File: src/rtl/dds_voice_accum.sv
// Multi-voice DDS phase accumulator: per-voice phase RAM, one read-modify-write per request.
// Optional macro DDS_WRAP_FLAG_EN adds the out_wrap carry flag output.
module dds_voice_accum #(
  parameter int NUM_VOICES = 64,
  parameter int VOICE_W    = 8,
  parameter int ACC_W      = 32,
  parameter int OUT_W      = 10,
  parameter int OUT_LSB    = 22
) (
  input  logic               clk,
  input  logic               reset_n,
  input  logic               in_valid,
  output logic               in_ready,
  input  logic [VOICE_W-1:0] in_voice,
  input  logic [ACC_W-1:0]   in_delta,
  input  logic               in_clear,
  input  logic               clear_all,
  output logic               busy,
  output logic               out_valid,
  output logic [VOICE_W-1:0] out_voice,
  output logic [OUT_W-1:0]   out_phase
`ifdef DDS_WRAP_FLAG_EN
  ,
  output logic               out_wrap
`endif
);

  localparam int AW = (NUM_VOICES > 1) ? $clog2(NUM_VOICES) : 1;
  localparam logic [VOICE_W:0] NUM_V = (VOICE_W+1)'(NUM_VOICES);
  localparam logic [AW-1:0] LAST = AW'(NUM_VOICES - 1);

  typedef enum logic [1:0] {CLEAR, RUN, DRAIN} state_t;

  state_t state;
  logic [AW-1:0] sweep;
  logic drain_cnt;

  logic [ACC_W-1:0] mem [NUM_VOICES];
  logic [ACC_W-1:0] rd_data;
  logic [ACC_W-1:0] fwd_data;
  logic [VOICE_W-1:0] s1_voice;
  logic [ACC_W-1:0] s1_delta;
  logic s1_clear;
  logic s1_valid;
  logic s1_write;
  logic s1_fwd;

  logic accept;
  logic in_range;
  logic [AW-1:0] rd_addr;
  logic [ACC_W-1:0] prior;
  logic [ACC_W-1:0] sum;

  assign accept   = in_valid && in_ready;
  assign in_range = {1'b0, in_voice} < NUM_V;
  assign rd_addr  = in_range ? in_voice[AW-1:0] : '0;

  // Forwarded sum covers the S1 write landing on the same edge as this read.
  always_comb begin
    prior = rd_data;
    if (s1_fwd) prior = fwd_data;
    if (s1_clear) prior = '0;
  end

`ifdef DDS_WRAP_FLAG_EN
  logic carry;
  always_comb {carry, sum} = {1'b0, prior} + {1'b0, s1_delta};
`else
  always_comb sum = prior + s1_delta;
`endif

  // Phase RAM and the S0 capture registers carry no reset; the sweep zeroes the RAM.
  always_ff @(posedge clk) begin
    if (state == CLEAR)
      mem[sweep] <= '0;
    else if (s1_write)
      mem[s1_voice[AW-1:0]] <= sum;
    if (accept) begin
      rd_data  <= mem[rd_addr];
      fwd_data <= sum;
      s1_voice <= in_voice;
      s1_delta <= in_delta;
      s1_clear <= in_clear;
    end
  end

  always_ff @(posedge clk or negedge reset_n) begin
    if (!reset_n) begin
      state     <= CLEAR;
      sweep     <= '0;
      drain_cnt <= 1'b0;
      in_ready  <= 1'b0;
      busy      <= 1'b1;
      s1_valid  <= 1'b0;
      s1_write  <= 1'b0;
      s1_fwd    <= 1'b0;
      out_valid <= 1'b0;
      out_voice <= '0;
      out_phase <= '0;
`ifdef DDS_WRAP_FLAG_EN
      out_wrap  <= 1'b0;
`endif
    end else begin
      s1_valid  <= accept;
      s1_write  <= accept && in_range;
      s1_fwd    <= accept && s1_valid && (s1_voice == in_voice);
      out_valid <= s1_write;
      if (s1_write) begin
        out_voice <= s1_voice;
        out_phase <= sum[OUT_LSB+OUT_W-1:OUT_LSB];
`ifdef DDS_WRAP_FLAG_EN
        out_wrap  <= carry;
`endif
      end
      case (state)
        CLEAR: begin
          if (sweep == LAST) begin
            state    <= RUN;
            sweep    <= '0;
            in_ready <= 1'b1;
            busy     <= 1'b0;
          end else begin
            sweep <= sweep + AW'(1);
          end
        end
        RUN: begin
          if (clear_all) begin
            state     <= DRAIN;
            drain_cnt <= 1'b0;
            in_ready  <= 1'b0;
            busy      <= 1'b1;
          end
        end
        DRAIN: begin
          if (drain_cnt) begin
            state <= CLEAR;
            sweep <= '0;
          end else begin
            drain_cnt <= 1'b1;
          end
        end
        default: begin
          state    <= CLEAR;
          sweep    <= '0;
          in_ready <= 1'b0;
          busy     <= 1'b1;
        end
      endcase
    end
  end

endmodule

File: config.mk
export PLATFORM = sky130hd
export DESIGN_NAME = dds_voice_accum
export DESIGN_NICKNAME = d
export VERILOG_FILES = /design/src/rtl/dds_voice_accum.sv
export SDC_FILE = /design/constraint.sdc
export NUM_CORES = 2
export LEC_CHECK = 0
export CAP_MARGIN = 30
export CORE_UTILIZATION = 30
export DETAILED_ROUTE_END_ITERATION = 6
export SYNTH_ARGS = -nofsm -noshare
export SYNTH_HDL_FRONTEND = slang
export SYNTH_SLANG_ARGS = --single-unit
export TNS_END_PERCENT = 100
File: constraint.sdc
create_clock -name clk -period 6.1 [get_ports clk]
set_input_delay 0.61 -clock clk [delete_from_list [all_inputs] [get_ports clk]]
set_output_delay 0.61 -clock clk [all_outputs]
set_load 0.01 [all_outputs]
**Word-level counts from Yosys, hierarchy flattened**

Memories as Yosys holds them, arrays and structs flattened. A register that Yosys moved wholly into a read port is not among the register bits.
Cells that the tools add are included.

- Memory bits (writable): 2,048
- Bits in registers: 106
- Input bits: 45
- Memories kept: 1

- Bitwise operators: 2
- Reductions and logical operators: 11
- Add/sub/neg operators: 2
- Muxes and demuxes: 25
- Order comparisons: 1
- Equal/unequal tests: 7

Memory list:

| name | depth | bits a word | rd ports | clocked after Yosys merged registers in | write ports | RTL line | source |
|---|---|---|---|---|---|---|---|
| mem | 64 | 32 | 1 | 1 | 1 | 38 | `logic [ACC_W-1:0] mem [NUM_VOICES];` |

Operators with widths:

| cell | count |
|---|---|
| 32-bit two-way mux | 3 |
| 32-bit adder | 1 |
| 32-bit OR reduction | 1 |
| 6-bit two-way mux | 4 |
| 6-bit one-hot mux with 3 select lines | 1 |
| 1-bit two-way mux | 10 |
| 8-bit == test | 1 |
| 8-bit by 7-bit < comparator with 1-bit output, second input constant | 1 |
| 6-bit by 1-bit adder with 6-bit output, second input constant | 1 |
| 6-bit == test, second input constant | 1 |
| 2-bit two-way mux | 3 |
| 1-bit one-hot mux with 3 select lines | 2 |
| 2-bit one-hot mux with 3 select lines | 1 |
| 3-bit AND reduction | 2 |
| 1-bit logical AND | 4 |
| 2-bit != test, second input constant | 2 |
| 2-bit AND reduction | 2 |
| 2-bit by 1-bit == test with 1-bit output, second input constant | 1 |
| 2-bit == test, second input constant | 1 |
| 2-bit logical NOT | 1 |
| 2-bit by 1-bit != test with 1-bit output, second input constant | 1 |
| 1-bit NOT | 2 |
| 1-bit one-hot mux with 2 select lines | 1 |
| 2-bit nonzero test | 1 |

**Longest topological paths before layout**

- Depth in word-level cells: 5
- Mapped depth: 12
- Gate-level depth less buffers: 10

**Least setup slack after synthesis**

No wires, ideal clock.

- Kind: register to register
- From: register s1_fwd
- To: memory mem[0][16], data pin
- Library setup time: 0.712 ns
- Cell stages (with the launch flop): 13
- Arrival time: 5.605 ns
- Clock period less this slack: 6.317 ns
- Path slack: -0.217 ns
- Data required time: 5.388 ns
- Cell sequence: dfrtp_1 > clkbuf_1 > buf_1 > mux2i_1 > nor2_1 > ha_1 > fa_1 > a21o_1 > a221o_1 > a22o_1 > o21bai_1 > a21boi_0 > nor3b_1

- Word-level cells in the longest chain between the ends: 4

Ends and longest elaborated chain:

| what | RTL line | source |
|---|---|---|
| from (decl) | 46 | `logic s1_fwd;` |
| from (signal assigned) | 106 | `s1_fwd <= accept && s1_valid && (s1_voice == in_voice);` |
| 32-bit two-way mux | 61 | `if (s1_fwd) prior = fwd_data;` |
| 32-bit two-way mux | 62 | `if (s1_clear) prior = '0;` |
| 32-bit adder | 69 | `always_comb sum = prior + s1_delta;` |
| 32-bit two-way mux (no line) | n/a |  |
| to (decl) | 38 |  |

Every way passes these cells.

**Worst setup path in the final report**

- From: register s1_fwd
- To: memory mem[23][26], data pin

Same word-level chain as after synthesis.

==> metrics <==
Overflow after GRT=0; synth unique cells=between 90 and 100; Final setup viols=0; post-CTS setup buffer count=0; antenna viol nets, final=0; Seq cells post-synth=about 2200; Area Overhead vs Synth=15.6%; Pins Over Slew Limit=0; largest net degree at the start of global routing=approximately 140; final hold vios=0; initial antenna violation count=19; die width=around 550 um; Initial Utilization=0.302; Seq pwr share=0.529; Leak=roughly 29 nW; gr busiest metal=met2; Setup WS pre-CTS=between 1000 and 1500 ps; outcome=complete, but fails checks; Root Buffer=clkbuf_16; fin worst setup slack=1200 ps; # IOs=66; Fin Clk Skew=slightly above 80 ps; first-pass GRT wire length=409000 um; GPL Wtd Cong=roughly 0.9; Critical Path Start Type=flip-flop; number of global-route vias before repair=between 50000 and 60000; # port buffers=65; Sequential Area=~65000 um2; Sw Ratio=0.218; DRT Wirelength=289000 um; M2 GR Usage=0.289; Comb power frac=0.037; Slew headroom=0.148; warnings from Yosys=0; Seq/Total Area, Yosys=0.738; commonest non-fill, non-tap cell in the layout=edfxtp_1; Worst-Skew Late Latency=~900 ps; Clock Power Share=0.434; DR WL/cell=about 29 um; hpwl dp=171000 um; min cycle time layout=a little under 5000 ps; grt met3 use=0.0458; Worst-Margin Slew=around 1300 ps; final routed DRC violation total=between 40 and 50; die area=~300000 um2; commonest cells after routing, fill and taps aside=edfxtp_1, nand2_1, a21oi_1; syn_area_per_cell=15.0 um2; Synth Instances=5924; Pwr Density=~300 nW/um2; htree depth=4; clk sinks=2186; Worst Path Max Fanout=24; RSZ-0062 raised after global routing=false; M1 GR Usage=0.260; Hold Path Stages=1; CP Class=reg2reg; Fill cells=between 20000 and 30000; gr usage total=0.188; data arrival time of the critical path=about 5600 ps; WP data required=just under 7000 ps; failing checks=DRC; first-pass iteration count of the detailed router=7; fmax=approximately 200 MHz; via count=about 57000; area occupied by multi-input gates=roughly 22000 um2; Chip Height=approximately 550 um; Longest Clk Path Bufs=3; Core Box Area=about 290000 um2; Pint=around 24 mW; reg2reg path depth=11; layout cell share with drive strength beyond 1=0.139; Syn Std Cell Area=88700 um2; Post-synth EDFFs=2153; CP endpoint kind=flip-flop; Final Cycle Share=0.804; clock transition at the registers of the reported paths=60 ps; hold crit path type=in2reg; Syn Nets=around 6000; Net Switching=between 6 and 7 mW; fin nets=between 6000 and 7000; Post-synth ARST share=0.0151; max_cap viols=0; CTS tree=yes; VDD IR-drop max=0.272 mV; Main synth FF type=edfxtp_1; Setup TNS Final=0 ps; CTS buffer count=212; std cell rows=between 150 and 200; initial drt markers=about 8000; drt via density=approximately 5.7
cells by family (layout without fill, tap and decap cells):
| group | Yosys count | count (layout) | share of synthesized area |
|---|---|---|---|
| other | 0 | 9 | 0 |
| buffers and inverters | 490 | 753 | 0.0255 |
| multiplexers | 232 | 232 | 0.0302 |
| AND/OR/NAND/NOR | 1374 | 1374 | 0.0745 |
| XOR/XNOR | 32 | 32 | 0.00316 |
| flip-flops | 2186 | 2186 | 0.738 |
| adder cells (fa/ha/maj) | 33 | 33 | 0.00474 |
| AO/OA/AOI/OAI | 1577 | 1577 | 0.124 |
metrics by stage:
| step | area, um2 | instances | util | hold WS [ps] | total power, mW |
|---|---|---|---|---|---|
| finish | 103000 | 10100 | 0.349 | 293 | 30.7 |
| global route | 103000 | 10100 | 0.349 | 269 | 31.4 |
| CTS | 102000 | 10100 | 0.349 | 234 | 30.8 |
| detailed placement | 95500 | 9709 | 0.325 | 501 | 17.7 |
| global placement | 95200 | 9691 | 0.324 | 503 | 17.7 |
| floorplan | 88700 | 5924 | - | 314 | 17.2 |
flip-flops by register name, summed over array words and instances (netlist names), 2 cells and up:
signal / cells
sweep: 6
rd_data: 32
state: 2
out_phase: 10
mem: 2048
s1_voice: 8
s1_delta: 32
out_voice: 8
fwd_data: 32
layer usage:
metal	wire length, um	vias up
met5	99	-
met4	8660	16
met3	32500	464
met2	130000	3380
met1	117000	29500
li1	-	23900
cells in the mapped netlist (all sizes together), types with 17 or more instances:
| library cell | count | area share |
|---|---|---|
| edfxtp | 2153 | 0.73 |
| nand2 | 511 | 0.022 |
| a21oi | 346 | 0.020 |
| nor2 | 289 | 0.012 |
| o22ai | 278 | 0.020 |
| buf | 255 | 0.016 |
| clkbuf | 199 | 0.0084 |
| o221ai | 189 | 0.019 |
| mux2i | 156 | 0.018 |
| o21ai | 129 | 0.0073 |
| nor3 | 128 | 0.0073 |
| a211oi | 88 | 0.0074 |
| and3 | 84 | 0.0059 |
| a31oi | 71 | 0.0051 |
| or3 | 71 | 0.0050 |
| nand2b | 65 | 0.0046 |
| o311ai | 55 | 0.0054 |
| o32ai | 55 | 0.0054 |
| mux2 | 53 | 0.0067 |
| nand3 | 50 | 0.0028 |
| or2 | 48 | 0.0034 |
| o211ai | 44 | 0.0037 |
| a31o | 41 | 0.0040 |
| inv | 35 | 0.0015 |
| o21a | 34 | 0.0029 |
| dfrtp | 32 | 0.0090 |
| ha | 32 | 0.0045 |
| a221oi | 30 | 0.0030 |
| and2 | 27 | 0.0019 |
| xnor2 | 24 | 0.0024 |
| mux4 | 23 | 0.0058 |
| nor4b | 22 | 0.0023 |
| o31ai | 22 | 0.0019 |
| nor4bb | 21 | 0.0024 |
| a21o | 19 | 0.0016 |
| a221o | 19 | 0.0021 |
| a211o | 17 | 0.0017 |
repair_timing:
| item | 4_1_cts | 5_1_grt |
|---|---|---|
| hold endpoints to repair | 32 | 0 |
| hold buffers | 1 | 0 |
| resized for setup | 0 | 0 |
critical path: stages, from the launching register on:
cell and delay [ps]:
dfrtp_2 540, buf_4 440, mux2i_1 240, nor2_1 60, ha_1 390, a21oi_1 390, o21ai_0 210, or3_1 420
o22a_1 330, a31oi_2 360, mux2i_4 880, buf_4 400
path summary, 6_finish.rpt:
path	from	to	slack, ps
setup / recovery	s1_fwd	mem[23][26]	1200
hold / removal	in_delta[11]	s1_delta[11]	290
setup reg to reg	s1_fwd	mem[23][26]	1200
hold reg to reg	out_phase[1]	out_phase[1]	510
max in group asynchronous	reset_n	s1_fwd	5150
min in group asynchronous	reset_n	out_phase[7]	380
final cells by class:
cell class	count	area share
Sequential cell	2186	0.638
Multi-Input combinational cell	3248	0.212
Clock buffer	260	0.0542
Tap cell	3919	0.0478
Timing Repair Buffer	325	0.0313
Clock inverter	132	0.0144
Inverter	36	0.00139
Antenna cell	9	0.000220
power by group through the flow:
stage,sequential [mW],clock (mW),combinational [mW]
finish,16.2,13.3,1.14
global route,16.2,14.0,1.17
CTS,16.2,13.4,1.11
detailed placement,16.6,0,1.10
global placement,16.6,0,1.09
floorplan,16.6,0,0.607
No activity file was read; power rests on OpenSTA's default activity.
